## src/rtl/sipo_deserializer_if.sv

```systemverilog
// Bundle of the serial-side and parallel-side signals of the SIPO receiver.
// The slave modport is the receiver itself; master is whoever drives the wire and consumes words.
interface sipo_deserializer_if #(
    parameter int N = 3
) ();
    localparam int CW = $clog2(N + 1);

    logic          sin;
    logic          sin_valid;
    logic          sync;
    logic [N-1:0]  dout;
    logic          dout_valid;
    logic          dout_ready;
    logic          overrun;
    logic          clr_overrun;
    logic          busy;
    logic [CW-1:0] bit_cnt;

    modport master (
        output sin, sin_valid, sync, dout_ready, clr_overrun,
        input  dout, dout_valid, overrun, busy, bit_cnt
    );

    modport slave (
        input  sin, sin_valid, sync, dout_ready, clr_overrun,
        output dout, dout_valid, overrun, busy, bit_cnt
    );
endinterface

```

## src/rtl/sipo_deserializer.sv

```systemverilog
// Serial-to-parallel receiver: assembles N-bit words MSB-first and offers them
// on a one-entry valid/ready buffer with a sticky overrun flag.
module sipo_deserializer #(
    parameter int N = 3
) (
    input  logic                clk,
    input  logic                rst_n,
    sipo_deserializer_if.slave  bus
);
    localparam int CW = $clog2(N + 1);

    typedef enum logic {
        IDLE,
        COLLECT
    } state_e;

    state_e        state_q, state_d;
    // Only N-1 history bits are kept: the newest bit comes straight from sin on completion.
    logic [N-2:0]  shiftReg_q, shiftReg_d;
    logic [CW-1:0] cnt_q, cnt_d;
    logic [N-1:0]  dout_q, dout_d;
    logic          doutValid_q, doutValid_d;
    logic          overrun_q, overrun_d;
    logic [N-1:0]  word;
    logic          complete;
    logic          dropWord;

    always_comb begin
        word        = {shiftReg_q, bus.sin};
        complete    = bus.sin_valid && !bus.sync && (cnt_q == CW'(N - 1));
        dropWord    = complete && doutValid_q && !bus.dout_ready;

        shiftReg_d  = bus.sin_valid ? word[N-2:0] : shiftReg_q;

        cnt_d = cnt_q;
        if (bus.sync) begin
            cnt_d = bus.sin_valid ? CW'(1) : '0;
        end else if (bus.sin_valid) begin
            cnt_d = complete ? '0 : cnt_q + CW'(1);
        end

        state_d = (cnt_d == '0) ? IDLE : COLLECT;

        // A completion can refill the buffer on the same edge the consumer drains it.
        dout_d      = dout_q;
        doutValid_d = doutValid_q;
        if (complete && !dropWord) begin
            dout_d      = word;
            doutValid_d = 1'b1;
        end else if (!complete && doutValid_q && bus.dout_ready) begin
            doutValid_d = 1'b0;
        end

        if (dropWord) begin
            overrun_d = 1'b1;
        end else if (bus.clr_overrun) begin
            overrun_d = 1'b0;
        end else begin
            overrun_d = overrun_q;
        end
    end

    always_ff @(posedge clk or negedge rst_n) begin
        if (!rst_n) begin
            state_q     <= IDLE;
            shiftReg_q  <= '0;
            cnt_q       <= '0;
            dout_q      <= '0;
            doutValid_q <= 1'b0;
            overrun_q   <= 1'b0;
        end else begin
            state_q     <= state_d;
            shiftReg_q  <= shiftReg_d;
            cnt_q       <= cnt_d;
            dout_q      <= dout_d;
            doutValid_q <= doutValid_d;
            overrun_q   <= overrun_d;
        end
    end

    assign bus.dout       = dout_q;
    assign bus.dout_valid = doutValid_q;
    assign bus.overrun    = overrun_q;
    assign bus.busy       = (state_q == COLLECT);
    assign bus.bit_cnt    = cnt_q;
endmodule

```

## src/flat_wrapper.sv

```systemverilog
// flat-port wrapper written by rule: the top's interface ports become plain ports
module sipo_deserializer_flat 
#(
    parameter int N = 3
)
  (clk, rst_n, bus_sin, bus_sin_valid, bus_sync, bus_dout_ready, bus_clr_overrun, bus_dout, bus_dout_valid, bus_overrun, bus_busy, bus_bit_cnt);
  sipo_deserializer_if #(.N(N)) bus_i ();
  input  logic clk;
  input  logic rst_n;
  input wire logic [$bits(bus_i.sin)-1:0] bus_sin;
  input wire logic [$bits(bus_i.sin_valid)-1:0] bus_sin_valid;
  input wire logic [$bits(bus_i.sync)-1:0] bus_sync;
  input wire logic [$bits(bus_i.dout_ready)-1:0] bus_dout_ready;
  input wire logic [$bits(bus_i.clr_overrun)-1:0] bus_clr_overrun;
  output wire logic [$bits(bus_i.dout)-1:0] bus_dout;
  output wire logic [$bits(bus_i.dout_valid)-1:0] bus_dout_valid;
  output wire logic [$bits(bus_i.overrun)-1:0] bus_overrun;
  output wire logic [$bits(bus_i.busy)-1:0] bus_busy;
  output wire logic [$bits(bus_i.bit_cnt)-1:0] bus_bit_cnt;
  assign bus_i.sin = bus_sin;
  assign bus_i.sin_valid = bus_sin_valid;
  assign bus_i.sync = bus_sync;
  assign bus_i.dout_ready = bus_dout_ready;
  assign bus_i.clr_overrun = bus_clr_overrun;
  assign bus_dout = bus_i.dout;
  assign bus_dout_valid = bus_i.dout_valid;
  assign bus_overrun = bus_i.overrun;
  assign bus_busy = bus_i.busy;
  assign bus_bit_cnt = bus_i.bit_cnt;
  sipo_deserializer #(.N(N)) u_core (.clk(clk), .rst_n(rst_n), .bus(bus_i));
endmodule
```

## config.mk

```make
export PLATFORM = sky130hd
export DESIGN_NAME = sipo_deserializer_flat
export DESIGN_NICKNAME = d
export VERILOG_FILES = /design/src/rtl/sipo_deserializer_if.sv /design/src/rtl/sipo_deserializer.sv /design/src/flat_wrapper.sv
export SDC_FILE = /design/constraint.sdc
export NUM_CORES = 1
export LEC_CHECK = 0
export ABC_CLOCK_PERIOD_IN_PS = 1600
export CORE_AREA = 2 2 39 41
export DETAILED_ROUTE_END_ITERATION = 10
export DIE_AREA = 0 0 41 43
export MAX_ROUTING_LAYER = met4
export PLACE_DENSITY_LB_ADDON = 0.3
export SKIP_CTS_REPAIR_TIMING = 1
export SYNTH_ARGS = -nofsm -noshare
export SYNTH_HDL_FRONTEND = slang
export SYNTH_SLANG_ARGS = --single-unit
```

## constraint.sdc

```tcl
create_clock -name clk -period 1.6 [get_ports clk]
set_input_delay 0.32 -clock clk [delete_from_list [all_inputs] [get_ports clk]]
set_output_delay 0.32 -clock clk [all_outputs]
set_load 0.02 [all_outputs]
```

==> results of run 1 <==
-- path summary, 6_finish.rpt --
path                                       start                 end  depth (start not counted)
min in group clk            u_core.shiftReg_q[1]  u_core.bus.dout[2]                          1
min reg2reg                 u_core.shiftReg_q[1]  u_core.bus.dout[2]                          1
max reg2reg                u_core.bus.bit_cnt[0]  u_core.bus.dout[2]                          3
min                                        rst_n  u_core.bus.dout[1]                          1
max                           u_core.bus.dout[1]         bus_dout[1]                          1
max in group asynchronous                  rst_n  u_core.bus.overrun                          1
-- state kept, by name, indices dropped and copies added, names as in the netlist --
name,count
u_core.bus.dout_valid,1
u_core.bus.dout,3
u_core.bus.bit_cnt,2
u_core.bus.busy,1
u_core.shiftReg_q,2
u_core.bus.overrun,1
-- layout by cell type, fill, tap and decap left out --
master                            Yosys  layout
sky130_fd_sc_hd__a21oi_1              1       1
sky130_fd_sc_hd__a22o_2               1       1
sky130_fd_sc_hd__buf_4                0       4
sky130_fd_sc_hd__clkbuf_4             0       3
sky130_fd_sc_hd__clkbuf_8             0       1
sky130_fd_sc_hd__clkdlybuf4s50_1      0      12
sky130_fd_sc_hd__dfrtp_1             10      10
sky130_fd_sc_hd__dlymetal6s2s_1       0       2
sky130_fd_sc_hd__inv_1                1       1
sky130_fd_sc_hd__mux2_2               2       2
sky130_fd_sc_hd__mux2_4               3       3
sky130_fd_sc_hd__nand2_1              1       1
sky130_fd_sc_hd__nand2b_1             1       1
sky130_fd_sc_hd__nand2b_4             1       1
sky130_fd_sc_hd__nand3b_1             1       1
sky130_fd_sc_hd__nand4bb_2            1       1
sky130_fd_sc_hd__nor2_1               1       1
sky130_fd_sc_hd__o21bai_1             1       1
sky130_fd_sc_hd__o22ai_1              1       1
sky130_fd_sc_hd__or2_1                1       1
sky130_fd_sc_hd__or2b_2               1       1
-- report_power, final --
group / total [mW] / internal (mW) / switching [mW]
logic: 0.192 / 0.116 / 0.0762
registers: 0.313 / 0.291 / 0.0227
clock network: 0.227 / 0.138 / 0.0893
-- per-layer routing --
layer | vias to the layer above | share of wire (%) | track usage [%]
met3 | 0 | 6.7 | 3.14
met5 | - | 0 | -
met4 | 0 | 0 | 8.00
met2 | 8 | 55 | 15.3
met1 | 141 | 38 | 12.2
li1 | 142 | - | -
-- area by class of cell --
cell class,count,area (um2)
clock buffers,4,36.3
fillers,129,736
well taps,16,20.0
repair buffers,18,175
flip-flops and latches,10,250
inverters,1,3.75
multi-input cells,17,163
-- cell families (layout without fill, tap and decap cells) --
| logic type | Yosys count | count (layout) | share of synthesized area [%] |
|---|---|---|---|
| DFF | 10 | 10 | 60.1 |
| and+or+nand+nor | 8 | 8 | 15.9 |
| muxes | 5 | 5 | 16.2 |
| AOI/OAI and AO/OA | 4 | 4 | 6.91 |
| buffers and inverters | 1 | 23 | 0.900 |
-- through the flow --
| step | std cells | power [mW] | hold WS (ns) | util (%) |
|---|---|---|---|---|
| floorplan | 28 | 0.411 | 0.0244 | - |
| global placement | 62 | 0.509 | 0.490 | 43.9 |
| detailed placement | 62 | 0.515 | 0.500 | 43.9 |
| CTS | 66 | 0.747 | 0.378 | 46.5 |
| global route | 66 | 0.774 | 0.406 | 46.8 |
| finish | 66 | 0.733 | 0.368 | 46.8 |
==> summary.log, run 1 <==
[run_status] status finished, final reports clean
[logic_synthesis] Post-Syn Area 417 um2
[clock_tree] number of sinks handled by clock tree synthesis 10
[job] number of maximum-capacitance constraint violations 0
[logic_synthesis] Mapped Nets 35
[final_layout] share of cells above drive strength 1 34.0%
[clock_tree] clock tree from TritonCTS yes
[drt] Via density 4.41
[global_routing] remaining global-route overflow 0
[sta] Setup Skew 0.00380 ns
[sta] transition time at the pin with the least slew margin 0.455 ns
[final_layout] area grow syn2layout 55.6%
[critical_path] count of buffering cells on the critical path with inverters included 1
[critical_path] cell with the largest stage delay on the worst path sky130_fd_sc_hd__clkdlybuf4s50_1
[drt] remaining design rule violation count 0
[global_routing] first-pass GRT wire length 1.16 mm
[final_layout] final instance area 648 um2
[logic_synthesis] post-synth top area share 60.1%
[pwr] worst vdd ir 444 uV
[clock_tree] CTS Buffer Depth 2
[critical_path] startpoint kind of the worst setup timing path flop
[logic_synthesis] number of storage elements in the synthesis netlist 10
[die] number of top-level pins 15
[logic_synthesis] fraction of registers with async set/reset 100%
[critical_path] Worst Setup Path Type flop to primary output
[sta] part of the cycle the worst path needs 96.3%
[sta] final hold violations 0
[critical_path] flop-to-flop setup slack 0.35 ns
[die] effective utilization at floorplan 30.1%
[critical_path] maximum net fanout on the critical path 2
[die] core box area 1380 um2
[place] routability cong. 0.580
[sta] Slew HR 69.6%
[drt] count of nets left with antenna violations after detail routing 0
[logic_synthesis] most frequent cell after synthesis sky130_fd_sc_hd__dfrtp_1
[sta] unrepaired setup endpoints after global routing no
[sta] min setup slack post-route 0.0590 ns
[drt] number of design-rule violations left by the first detailed-router iteration 1
[logic_synthesis] leading cell types by total area after synthesis sky130_fd_sc_hd__dfrtp_1, sky130_fd_sc_hd__mux2_4, sky130_fd_sc_hd__mux2_2
[critical_path] required arrival time at the worst endpoint 1.28 ns
[drt] drt wl/cell 12.2 um
[global_routing] vias in the first global route 289
[logic_synthesis] part of the Yosys area used for sequential elements 60.1%
[clock_tree] clock transition at the register clock pins on the worst setup and hold paths after CTS 0.07 ns
[logic_synthesis] instance count of the mapped netlist 28
[sta] setup violators final 0
[place] Post-Place Cell Area 607 um2
[logic_synthesis] number of warnings issued by yosys 0
[global_routing] combined global-route utilization of all metal layers 10.8%
[final_layout] number of antenna repair diodes 0
[die] die area 1760 um2
[sta] highest clock rate 649 MHz
[sta] time the worst path needs with I/O delays and setup 1.54 ns
[logic_synthesis] Post-synth EDFFs 0
[clock_tree] CTS root buf sky130_fd_sc_hd__clkbuf_4
[logic_synthesis] cell taking the most area after synthesis sky130_fd_sc_hd__dfrtp_1
[place] pre-CTS setup slack -0.0256 ns
[drt] final WL 807 um
[logic_synthesis] Mean Syn Cell Area 14.9 um2
[logic_synthesis] synth cell count leaders sky130_fd_sc_hd__dfrtp_1, sky130_fd_sc_hd__mux2_4, sky130_fd_sc_hd__mux2_2
[critical_path] Worst path top cell family by delay buffers and inverters
[die] die width 41 um
[logic_synthesis] Distinct cells, synth 16
[sta] sum of negative setup slack 0 ns
[final_layout] Layout Nets 58
[place] count of port buffers added during placement 14
[logic_synthesis] Top FF cell, synth sky130_fd_sc_hd__dfrtp_1
[clock_tree] source-to-sink clock delay at the later pin of the worst-skew pair 0.26 ns
[pwr] Power Dens Cells 1130 nW/um2
[clock_tree] H-tree lvl count 1
[drt] total via count after detailed routing 291
[critical_path] type of element capturing the critical path primary output
[critical_path] cell breakdown of the critical path clkdlybuf4s50_1
[worst_hold_path] type of the most critical hold path input port to async pin
[pwr] leakage power 0.325 nW
[clock_tree] Num CTS Buffers 3
[global_routing] antenna violations before repair 0
[die] floorplan row count 14
[die] Die Span Y 43 um
[global_routing] pin count of the biggest net entering global routing 11
[critical_path] Critical Path Max Stage Delay 0.60 ns
[sta] final count of pins violating max slew 0
[drt] detailed-router iteration count before antenna repair 2
[critical_path] critical path arrival 1.22 ns
Note: power is estimated with default switching activity, not from simulation.
==> run 2, diff against run 1 <==
- ABC_CLOCK_PERIOD_IN_PS: 1600 -> 1900
- SETUP_SLACK_MARGIN: default -> 0.02
- clock period: 1.6 -> 1.9 ns (I/O delays scaled with it)
==> run 2 against run 1 <==
Effect of this change:
- non-clock buffer count is 3 lower
- utilization is 3.0 points lower
- clock power is 39% lower
- count of clock-buffer cells in the layout is 1 lower
- combinational power is 17% lower
- cell count is 6.1% lower
- via count is 0.34% higher
- highest routed layer is now met4
- routed wire length is 1.5% higher
- clock skew is 0.0027 ns lower
==> summary.log, run 2 (same netlist as run 1, synthesis figures left out) <==
[run_status] status finished, final reports clean
[global_routing] combined global-route utilization of all metal layers 11.6% [+0.84 points]
[place] routability cong. 0.597 [+2.9%]
[global_routing] vias in the first global route 303 [+4.8%]
[final_layout] number of antenna repair diodes 0 [unchanged]
[die] die area 1760 um2 [unchanged]
[final_layout] area grow syn2layout 45.6%
[critical_path] cell breakdown of the critical path clkdlybuf4s50_1
[pwr] Power Dens Cells 930 nW/um2 [-18%]
[global_routing] antenna violations before repair 0 [unchanged]
[drt] final WL 819 um [+1.5%]
[sta] worst hold margin 0.440 ns [+0.0714 ns]
[place] sum of net half-perimeters after detailed placement 660 um
[critical_path] type of element capturing the critical path primary output
[sta] unrepaired setup endpoints after global routing no
[critical_path] critical path arrival 1.32 ns [+0.10 ns]
[global_routing] pin count of the biggest net entering global routing 11 [unchanged]
[sta] Setup Skew 0.00113 ns [-0.00267 ns]
[final_layout] area used by sequential logic in the layout 250 um2 [unchanged]
[critical_path] Worst path top cell family by delay buffers and inverters
[pwr] worst vdd ir 311 uV [-30%]
[clock_tree] number of sinks handled by clock tree synthesis 10 [unchanged]
[sta] part of the cycle the worst path needs 89.4%
[final_layout] number of filler cells placed in the layout 137 [+6.2%]
[sta] final count of pins violating max slew 0 [unchanged]
[clock_tree] H-tree lvl count 1 [unchanged]
[critical_path] maximum net fanout on the critical path 5 [+3]
[critical_path] required arrival time at the worst endpoint 1.52 ns [+0.24 ns]
[job] number of maximum-capacitance constraint violations 0 [unchanged]
[final_layout] share of cells above drive strength 1 28.3% [-5.7 points]
[final_layout] share of the core filled with cells 43.9% [-3.0 points]
[sta] setup violators final 0 [unchanged]
[sta] transition time at the pin with the least slew margin 0.462 ns [+0.00652 ns]
[clock_tree] clock tree from TritonCTS yes
[place] Post-Place Cell Area 584 um2 [-3.7%]
[critical_path] Worst Setup Path Type flop to primary output
[die] Die Span Y 43 um [unchanged]
[drt] drt wl/cell 13.2 um [+8.0%]
[clock_tree] CTS Buffer Depth 2 [unchanged]
[drt] remaining design rule violation count 0 [unchanged]
[sta] sum of negative setup slack 0 ns [unchanged]
[critical_path] count of buffering cells on the critical path with inverters included 1 [unchanged]
[die] effective utilization at floorplan 30.1% [unchanged]
[die] floorplan row count 14 [unchanged]
[drt] count of nets left with antenna violations after detail routing 0 [unchanged]
[sta] final hold violations 0 [unchanged]
[final_layout] most common library cell in the layout ignoring fill and taps sky130_fd_sc_hd__clkdlybuf4s50_1
[pwr] post-route total power 0.565 mW [-23%]
[clock_tree] clock transition at the register clock pins on the worst setup and hold paths after CTS 0.06 ns [about the same]
[critical_path] Critical Path Max Stage Delay 0.63 ns [+0.03 ns]
[global_routing] first-pass GRT wire length 1.26 mm [+8.3%]
[die] core box area 1380 um2 [unchanged]
[clock_tree] source-to-sink clock delay at the later pin of the worst-skew pair 0.26 ns [about the same]
[critical_path] startpoint kind of the worst setup timing path flop
[sta] Slew HR 69.1% [-0.44 points]
[final_layout] Layout Nets 55 [-5.2%]
[pwr] leakage power 0.277 nW [-15%]
[die] number of top-level pins 15 [unchanged]
[clock_tree] CTS root buf sky130_fd_sc_hd__clkbuf_4
[final_layout] Largest register FFs 3 [unchanged]
[place] count of port buffers added during placement 14 [unchanged]
[drt] total via count after detailed routing 292 [+0.34%]
[drt] number of design-rule violations left by the first detailed-router iteration 2 [+1]
[critical_path] cell with the largest stage delay on the worst path sky130_fd_sc_hd__clkdlybuf4s50_1
[drt] detailed-router iteration count before antenna repair 2 [unchanged]
[sta] highest clock rate 589 MHz
[global_routing] remaining global-route overflow 0 [unchanged]
[final_layout] final instance area 607 um2 [-6.4%]
[drt] Via density 4.71 [+6.8%]
[sta] time the worst path needs with I/O delays and setup 1.70 ns
[clock_tree] Num CTS Buffers 3 [unchanged]
[final_layout] area of combinational cells with multiple inputs 163 um2 [unchanged]
[final_layout] most used cells in the layout excluding fill and tap cells sky130_fd_sc_hd__clkdlybuf4s50_1, sky130_fd_sc_hd__dfrtp_1, sky130_fd_sc_hd__mux2_4, sky130_fd_sc_hd__clkbuf_4, sky130_fd_sc_hd__mux2_2
[worst_hold_path] type of the most critical hold path input port to async pin
[die] die width 41 um [unchanged]
==> run 2: changes by cell type in the layout (fill, tap and decap cells not counted), sizes merged <==
| cell | change |
|---|---|
| clkdlybuf4s50 | +2 |
| buf | -3 |
| clkbuf | -1 |
| dlymetal6s2s | -2 |
==> run 2: path summary, 6_finish.rpt <==
check                                           start                    end  slack (ns)  depth (start not counted)
worst min-delay path                            rst_n  u_core.bus.dout_valid        0.44                          1
worst min register to register   u_core.shiftReg_q[1]     u_core.bus.dout[2]        0.51                          1
worst max-delay path            u_core.bus.bit_cnt[1]         bus_bit_cnt[1]        0.20                          1
max in group asynchronous                       rst_n     u_core.bus.dout[2]        1.15                          1
worst max register to register  u_core.bus.bit_cnt[0]     u_core.bus.dout[2]        0.62                          3
min in group clk                 u_core.shiftReg_q[1]     u_core.bus.dout[2]        0.51                          1
==> run 2: area by class of cell <==
| cell class | count | share of cell area (%) |
|---|---|---|
| repair buffers | 15 | 24.3 |
| multi-input cells | 17 | 26.8 |
| clock buffers | 3 | 3.71 |
| flip-flops and latches | 10 | 41.2 |
| inverters | 1 | 0.619 |
| well taps | 16 | 3.30 |
==> run 2: stage by stage <==
stage	setup WS [ns]	cells
floorplan	0.582	28
global placement	0.180	59
detailed placement	0.163	59
CTS	0.190	62
global route	0.147	62
finish	0.201	62
==> run 2: power breakdown <==
group / internal (mW) / switching [mW]
clock: 0.0729 / 0.0664
sequential: 0.245 / 0.0202
combinational: 0.0952 / 0.0648
==> run 2: per-layer routing <==
layer / routed length [um] / GRT usage [%]
met1: 323 / 10.8
met2: 416 / 17.8
met3: 61 / 3.66
met4: 18 / 10.0
met5: 0 / -
